===== config.mk =====
export PLATFORM = sky130hd
export DESIGN_NAME = wrapper_1500_param
export DESIGN_NICKNAME = d
export VERILOG_FILES = /design/src/rtl/wrapper_1500_param.sv
export SDC_FILE = /design/constraint.sdc
export NUM_CORES = 1
export LEC_CHECK = 0
export ABC_CLOCK_PERIOD_IN_PS = 1900
export CORE_ASPECT_RATIO = 0.6
export CORE_UTILIZATION = 30
export CTS_BUF_LIST = sky130_fd_sc_hd__clkbuf_16
export DETAILED_ROUTE_END_ITERATION = 16
export GPL_ROUTABILITY_DRIVEN = 0
export GPL_TIMING_DRIVEN = 0
export PLACE_DENSITY = 0.52
export SYNTH_ARGS = -nofsm -noshare
export SYNTH_HDL_FRONTEND = slang
export SYNTH_SLANG_ARGS = --single-unit
export TNS_END_PERCENT = 30

===== constraint.sdc =====
create_clock -name clk -period 1.9 [get_ports clk]
set_input_delay 0.285 -clock clk [delete_from_list [all_inputs] [get_ports clk]]
set_output_delay 0.285 -clock clk [all_outputs]
set_load 0.03 [all_outputs]

===== src/rtl/wrapper_1500_param.sv =====
// IEEE 1500-style core wrapper: WIR, 1-bit bypass and a boundary register that
// sits between chip pins (pi/po) and an unwrapped core (core_in/core_out).
module wrapper_1500_param #(
  parameter int              N_IN     = 4,
  parameter int              N_OUT    = 4,
  parameter logic [N_IN-1:0] SAFE_IN  = '0,
  parameter logic [N_OUT-1:0] SAFE_OUT = '0
) (
  input  logic             clk,
  input  logic             reset_n,
  input  logic             wsi,
  output logic             wso,
  input  logic             select_wir,
  input  logic             shift_wr,
  input  logic             capture_wr,
  input  logic             update_wr,
  input  logic [N_IN-1:0]  pi,
  output logic [N_OUT-1:0] po,
  output logic [N_IN-1:0]  core_in,
  input  logic [N_OUT-1:0] core_out,
  output logic [2:0]       instr
);

  localparam int L = N_IN + N_OUT;

  localparam logic [2:0] I_EXTEST = 3'b001;
  localparam logic [2:0] I_INTEST = 3'b010;
  localparam logic [2:0] I_SAMPLE = 3'b011;

  logic [2:0]   wir_sh_reg;
  logic [2:0]   instr_reg;
  logic         wby_reg;
  logic [L-1:0] wbr_sh_reg;
  logic [L-1:0] wbr_upd_reg;

  logic         is_extest;
  logic         is_intest;
  logic         is_sample;
  logic         sel_wbr;
  logic         cap_in_cells;
  logic         cap_out_cells;
  logic [L-1:0] cap_mask;
  logic [L-1:0] cap_data;
  logic [L-1:0] wbr_cap_next;

  // FUNCTIONAL and every unlisted code fall through to the bypass path.
  always_comb begin
    is_extest = (instr_reg == I_EXTEST);
    is_intest = (instr_reg == I_INTEST);
    is_sample = (instr_reg == I_SAMPLE);
    sel_wbr   = is_extest | is_intest | is_sample;
  end

  // Capture only overwrites the cells the current mode observes; the rest hold.
  assign cap_in_cells  = is_extest | is_sample;
  assign cap_out_cells = is_intest | is_sample;
  assign cap_mask      = {{N_IN{cap_in_cells}}, {N_OUT{cap_out_cells}}};
  assign cap_data      = {pi, core_out};
  assign wbr_cap_next  = (wbr_sh_reg & ~cap_mask) | (cap_data & cap_mask);

  always_ff @(posedge clk or negedge reset_n) begin
    if (!reset_n) begin
      wir_sh_reg  <= 3'b000;
      instr_reg   <= 3'b000;
      wby_reg     <= 1'b0;
      wbr_sh_reg  <= '0;
      wbr_upd_reg <= '0;
    end else if (select_wir) begin
      if (capture_wr)
        wir_sh_reg <= instr_reg;
      else if (shift_wr)
        wir_sh_reg <= {wsi, wir_sh_reg[2:1]};
      else if (update_wr)
        instr_reg <= wir_sh_reg;
    end else if (sel_wbr) begin
      // Update stage is only written when neither capture nor shift is active.
      if (capture_wr)
        wbr_sh_reg <= wbr_cap_next;
      else if (shift_wr)
        wbr_sh_reg <= {wsi, wbr_sh_reg[L-1:1]};
      else if (update_wr)
        wbr_upd_reg <= wbr_sh_reg;
    end else begin
      if (capture_wr)
        wby_reg <= 1'b0;
      else if (shift_wr)
        wby_reg <= wsi;
    end
  end

  always_comb begin
    if (select_wir)
      wso = wir_sh_reg[0];
    else if (sel_wbr)
      wso = wbr_sh_reg[0];
    else
      wso = wby_reg;
  end

  always_comb begin
    core_in = pi;
    po      = core_out;
    if (is_extest) begin
      core_in = SAFE_IN;
      po      = wbr_upd_reg[N_OUT-1:0];
    end else if (is_intest) begin
      core_in = wbr_upd_reg[L-1:N_OUT];
      po      = SAFE_OUT;
    end
  end

  assign instr = instr_reg;

endmodule


Word level (Yosys, flattened, before mapping)
Index checks and enable logic that the tools add are counted.

Register bits: 23. Bits in latches: 0. Memory bits (writable): 0. Memory bits (read-only): 0. Bits of input ports: 15. Output and inout port bits: 12. Logic and storage cells: 38. Memories: 0.

$add $sub $neg: 0. Multipliers: 0. Div/mod/pow operators: 0. $lt $le $gt $ge: 0. Eq/ne operators: 3. Shifts and indexed selects: 0. Muxes and demuxes: 12. Bitwise operators: 12. Reduce and logical (&&, ||, !) cells: 6.

Operator list (count): $and A8 B8 Y8 (2); $mux W4 (4); $mux W8 (2); $not A8 Y8 (1); $or A8 B8 Y8 (1); $eq A3 B2 Y1 const B (2); $mux W3 (2); $reduce_and A3 Y1 (2); $reduce_and A5 Y1 (1); $mux W1 (4); $not A1 Y1 (4); $or A1 B1 Y1 (4); $reduce_and A4 Y1 (1); $eq A3 B1 Y1 const B (1); $reduce_and A2 Y1 (1); $reduce_bool A2 Y1 (1).

Depth between registers and ports, before layout
Depth after elaboration: 6. Depth in mapped cells: 4. Mapped depth without buffers: 3.

Worst setup path before layout
No wires, ideal clock.

Path type: register -> output. Start: register instr_reg[1] (netlist: instr[1]). End: output core_in[0]. Arrival time: 1870 ps. Data required time: 1615 ps. Slack: -255 ps. Cell stages (with the launch flop): 5. Buffers on the path: 1. Cells stage by stage: dfrtp_1 clkbuf_1 nor2b_1 a22oi_1 o21ai_0.

Cells in the longest elaborated chain, start to end: 3. Elaborated cells on any way between the ends: 4. Those cells by class: 2 x eq/ne; 2 x mux.

RTL lines: start, declared (line 31) `logic [2:0] instr_reg;`; start signal, assigned (line 74) `instr_reg <= wir_sh_reg;`; $eq A3 B2 Y1 (line 49) `is_intest = (instr_reg == I_INTEST);`; $mux W4 (line 106) `end else if (is_intest) begin`; $mux W4 (*) (line 103) `if (is_extest) begin`; end, declared (line 19) `output logic [N_IN-1:0] core_in,`.

Mark *: on every way between the ends. The rest lies on a longest branch, timed or not.

Worst setup path after layout
Start: register instr_reg[0] (netlist: instr[0]). End: output wso.

Cells in the longest elaborated chain, start to end: 5. Elaborated cells on any way between the ends: 7. Those cells by class: 3 x eq/ne; 2 x mux; 2 x bitwise.

RTL lines: $eq A3 B1 Y1 / $eq A3 B2 Y1 (equally long branches) (line 48, 49); $or A1 B1 Y1 (line 51) `sel_wbr = is_extest | is_intest | is_sample;`; $or A1 B1 Y1 (*) (line 51); $mux W1 (*) (line 94) `else if (sel_wbr)`; $mux W1 (*) (line 92) `if (select_wir)`; end, declared (line 12) `output logic wso,`.

Marks and branches as above.

==> summary.txt <==
initial antenna violation count: 0
Slew Viols, Final: 0
Post-Syn Area: 1290 um^2
crit path time final: 1850 ps
clock latency on the worst-skew pair: 260 ps
Worst VDD drop: 579 uV
DP Worst Slack: -548 ps
clock skew: 3.43 ps
layout cell share with drive strength beyond 1: 39.6%
leakage: 0.756 nW
GR Overflow Total: 0
Synth cell types: 26
number of synthesized flops with an enable pin: 0
Clock transition at path regs: 60 ps
# hold bufs at CTS: 0
Worst-Margin Slew: 1140 ps
top-count cell post-synth: mux2_2
DR iter-0 viols: 24
Cells after Synth: 113
port buffer count: 26
Final ANT Viol Nets: 0
FMAX: 0.539 GHz
Die X: 86.5 um
Hold Crit Class: register to register
die height: 52.7 um
total I/O pin count: 27
RSZ-0062 raised after global routing: true
clock sinks: 23
Routed WL per cell: 15.5 um
post-DR vias/cell: 4.94
Min Hold Slack: 509 ps
fillers: 406
FP Rows: 18
DRC Markers: 0
maximum fanout along the worst path: 10
Cell Area, Placed: 1630 um^2
P per Cell Area: 1480 nW/um^2
core box area: 4100 um^2
hpwl dp: 2260 um
synthesis-to-layout area growth: 37.3%
Final nets: 165
Initial Util: 31.4%
number of global-route vias before repair: 1015
syn_nets: 128
synth top area cells: dfrtp_1 (45%), mux2_2 (23%), a22oi_1 (4.7%)
global-route wire length before repair: 5210 um
ys async rst share: 100%
Synth area leader: dfrtp_1
status: completed
flop2flop setup slack: 230 ps
final core occ: 43.1%
Yosys top cell area share: 44.7%
#FFs+latches synth: 23
Yosys Warn Count: 0
die footprint: 4560 um^2
Final Hold Viols: 0
fin area: 1770 um^2
CP required: 1620 ps
max_slew headroom: 24.1%
antenna cells: 0
CP Capture Type: primary output
Post-Route WL: 3230 um
Worst EP arrival: 1570 ps
final setup margin: 45.3 ps
clk buf depth: 2
via count: 1032
pin count of the biggest net entering global routing: 24
CTS buffer count: 3
Max-cap violations: 0
ys flop type: dfrtp_1
post-synthesis sequential area ratio: 44.7%
GRT Total Usage: 15.6%
CTS tree: done
Crit Path Class: register to primary output
H-tree Lvls: 1
startpoint types: register
synth cell count leaders: mux2_2 (26), dfrtp_1 (23), nand2_1 (13)
Final Setup Violations: 0
syn_area_per_cell: 11.4 um^2
final cycle utilization of the critical path: 97.6%
Root Driver: clkbuf_16
First-pass DRT Iterations: 4
==> cells in the final DEF (no fill, tap or decap) <==
cell and count:
a2111oi_4 2, a21o_1 1, a21oi_1 3, a22oi_1 8, and3_1 1, buf_2 6, buf_4 7, clkbuf_16 3
clkbuf_2 2, clkbuf_8 1, clkdlybuf4s15_2 3, clkdlybuf4s50_1 17, dfrtp_1 22, dfrtp_2 1, inv_1 3, inv_2 1
mux2_1 1, mux2_2 26, mux2i_1 1, nand2_1 13, nand2b_1 2, nand3_1 1, nand3b_1 1, nand4b_4 1
nor2_2 1, nor2_4 1, nor2b_4 1, o21ai_0 6, o21ai_1 4, o21ai_2 1, o21ba_2 1, o21bai_4 1
o22ai_1 5, or4_1 1
==> critical path: stages, from the launching register on <==
cell     delay [ps]
dfrtp_1         400
buf_4           200
o21ba_2         270
mux2i_1         130
o21ai_1         110
buf_2           200
==> final timing paths <==
| path | depth (start not counted) | end | startpoint |
|---|---|---|---|
| max | 5 | wso | instr[0] |
| min | 1 | wbr_upd_reg[7] | wbr_upd_reg[7] |
| max reg2reg | 4 | register | instr[2] |
| min reg2reg | 1 | wbr_upd_reg[7] | wbr_upd_reg[7] |
| max in group asynchronous | 1 | instr[2] | reset_n |
| min in group asynchronous | 1 | wir_sh_reg[2] | reset_n |
==> report_power, final <==
part,switching (mW),internal (mW)
sequential,0.157,0.710
combinational,0.687,0.599
clock,0.177,0.281
total,1.02,1.59
==> cell type report <==
cell class                      count  area, um^2  share of cell area (%)
Multi-Input combinational cell     83         713                    40.4
Sequential cell                    23         577                    32.7
Timing Repair Buffer               32         279                    15.8
Clock buffer                        3        75.1                    4.25
Tap cell                           60        75.1                    4.25
Buffer                              4        31.3                    1.77
Inverter                            3        11.3                   0.638
Clock inverter                      1        3.75                   0.213
==> cells by family after synthesis <==
family                 Yosys count  share of synthesized area, %
AO/OA/AOI/OAI                   32                          18.8
buffers and inverters            7                          2.14
flip-flops                      23                          44.7
multiplexers                    28                          24.4
AND/OR/NAND/NOR                 23                          9.92
==> metrics by stage <==
step	power, mW	TNS (ps)	cells
final	2.61	0	209
after global routing	2.76	-89.4	209
after CTS	2.65	0	209
after detailed placement	2.08	-6430	199
after global placement	2.05	-6140	199
after floorplan	1.64	-467	113
==> metal layers <==
layer / part of all wire, % / routed length, um / global-route usage [%]
met1: 51 / 1660 / 22.3
met2: 43 / 1380 / 23.8
met3: 5.6 / 180 / 4.41
met4: 0.53 / 17 / 2.50
met5: 0 / 0 / 0
==> timing repair <==
action                     in CTS  in global routing
setup endpoints to repair      10                 12
setup buffers                   6                  0
gates cloned                    0                  0
gates resized for setup        45                 12
No activity file was read; power rests on OpenSTA's default activity.
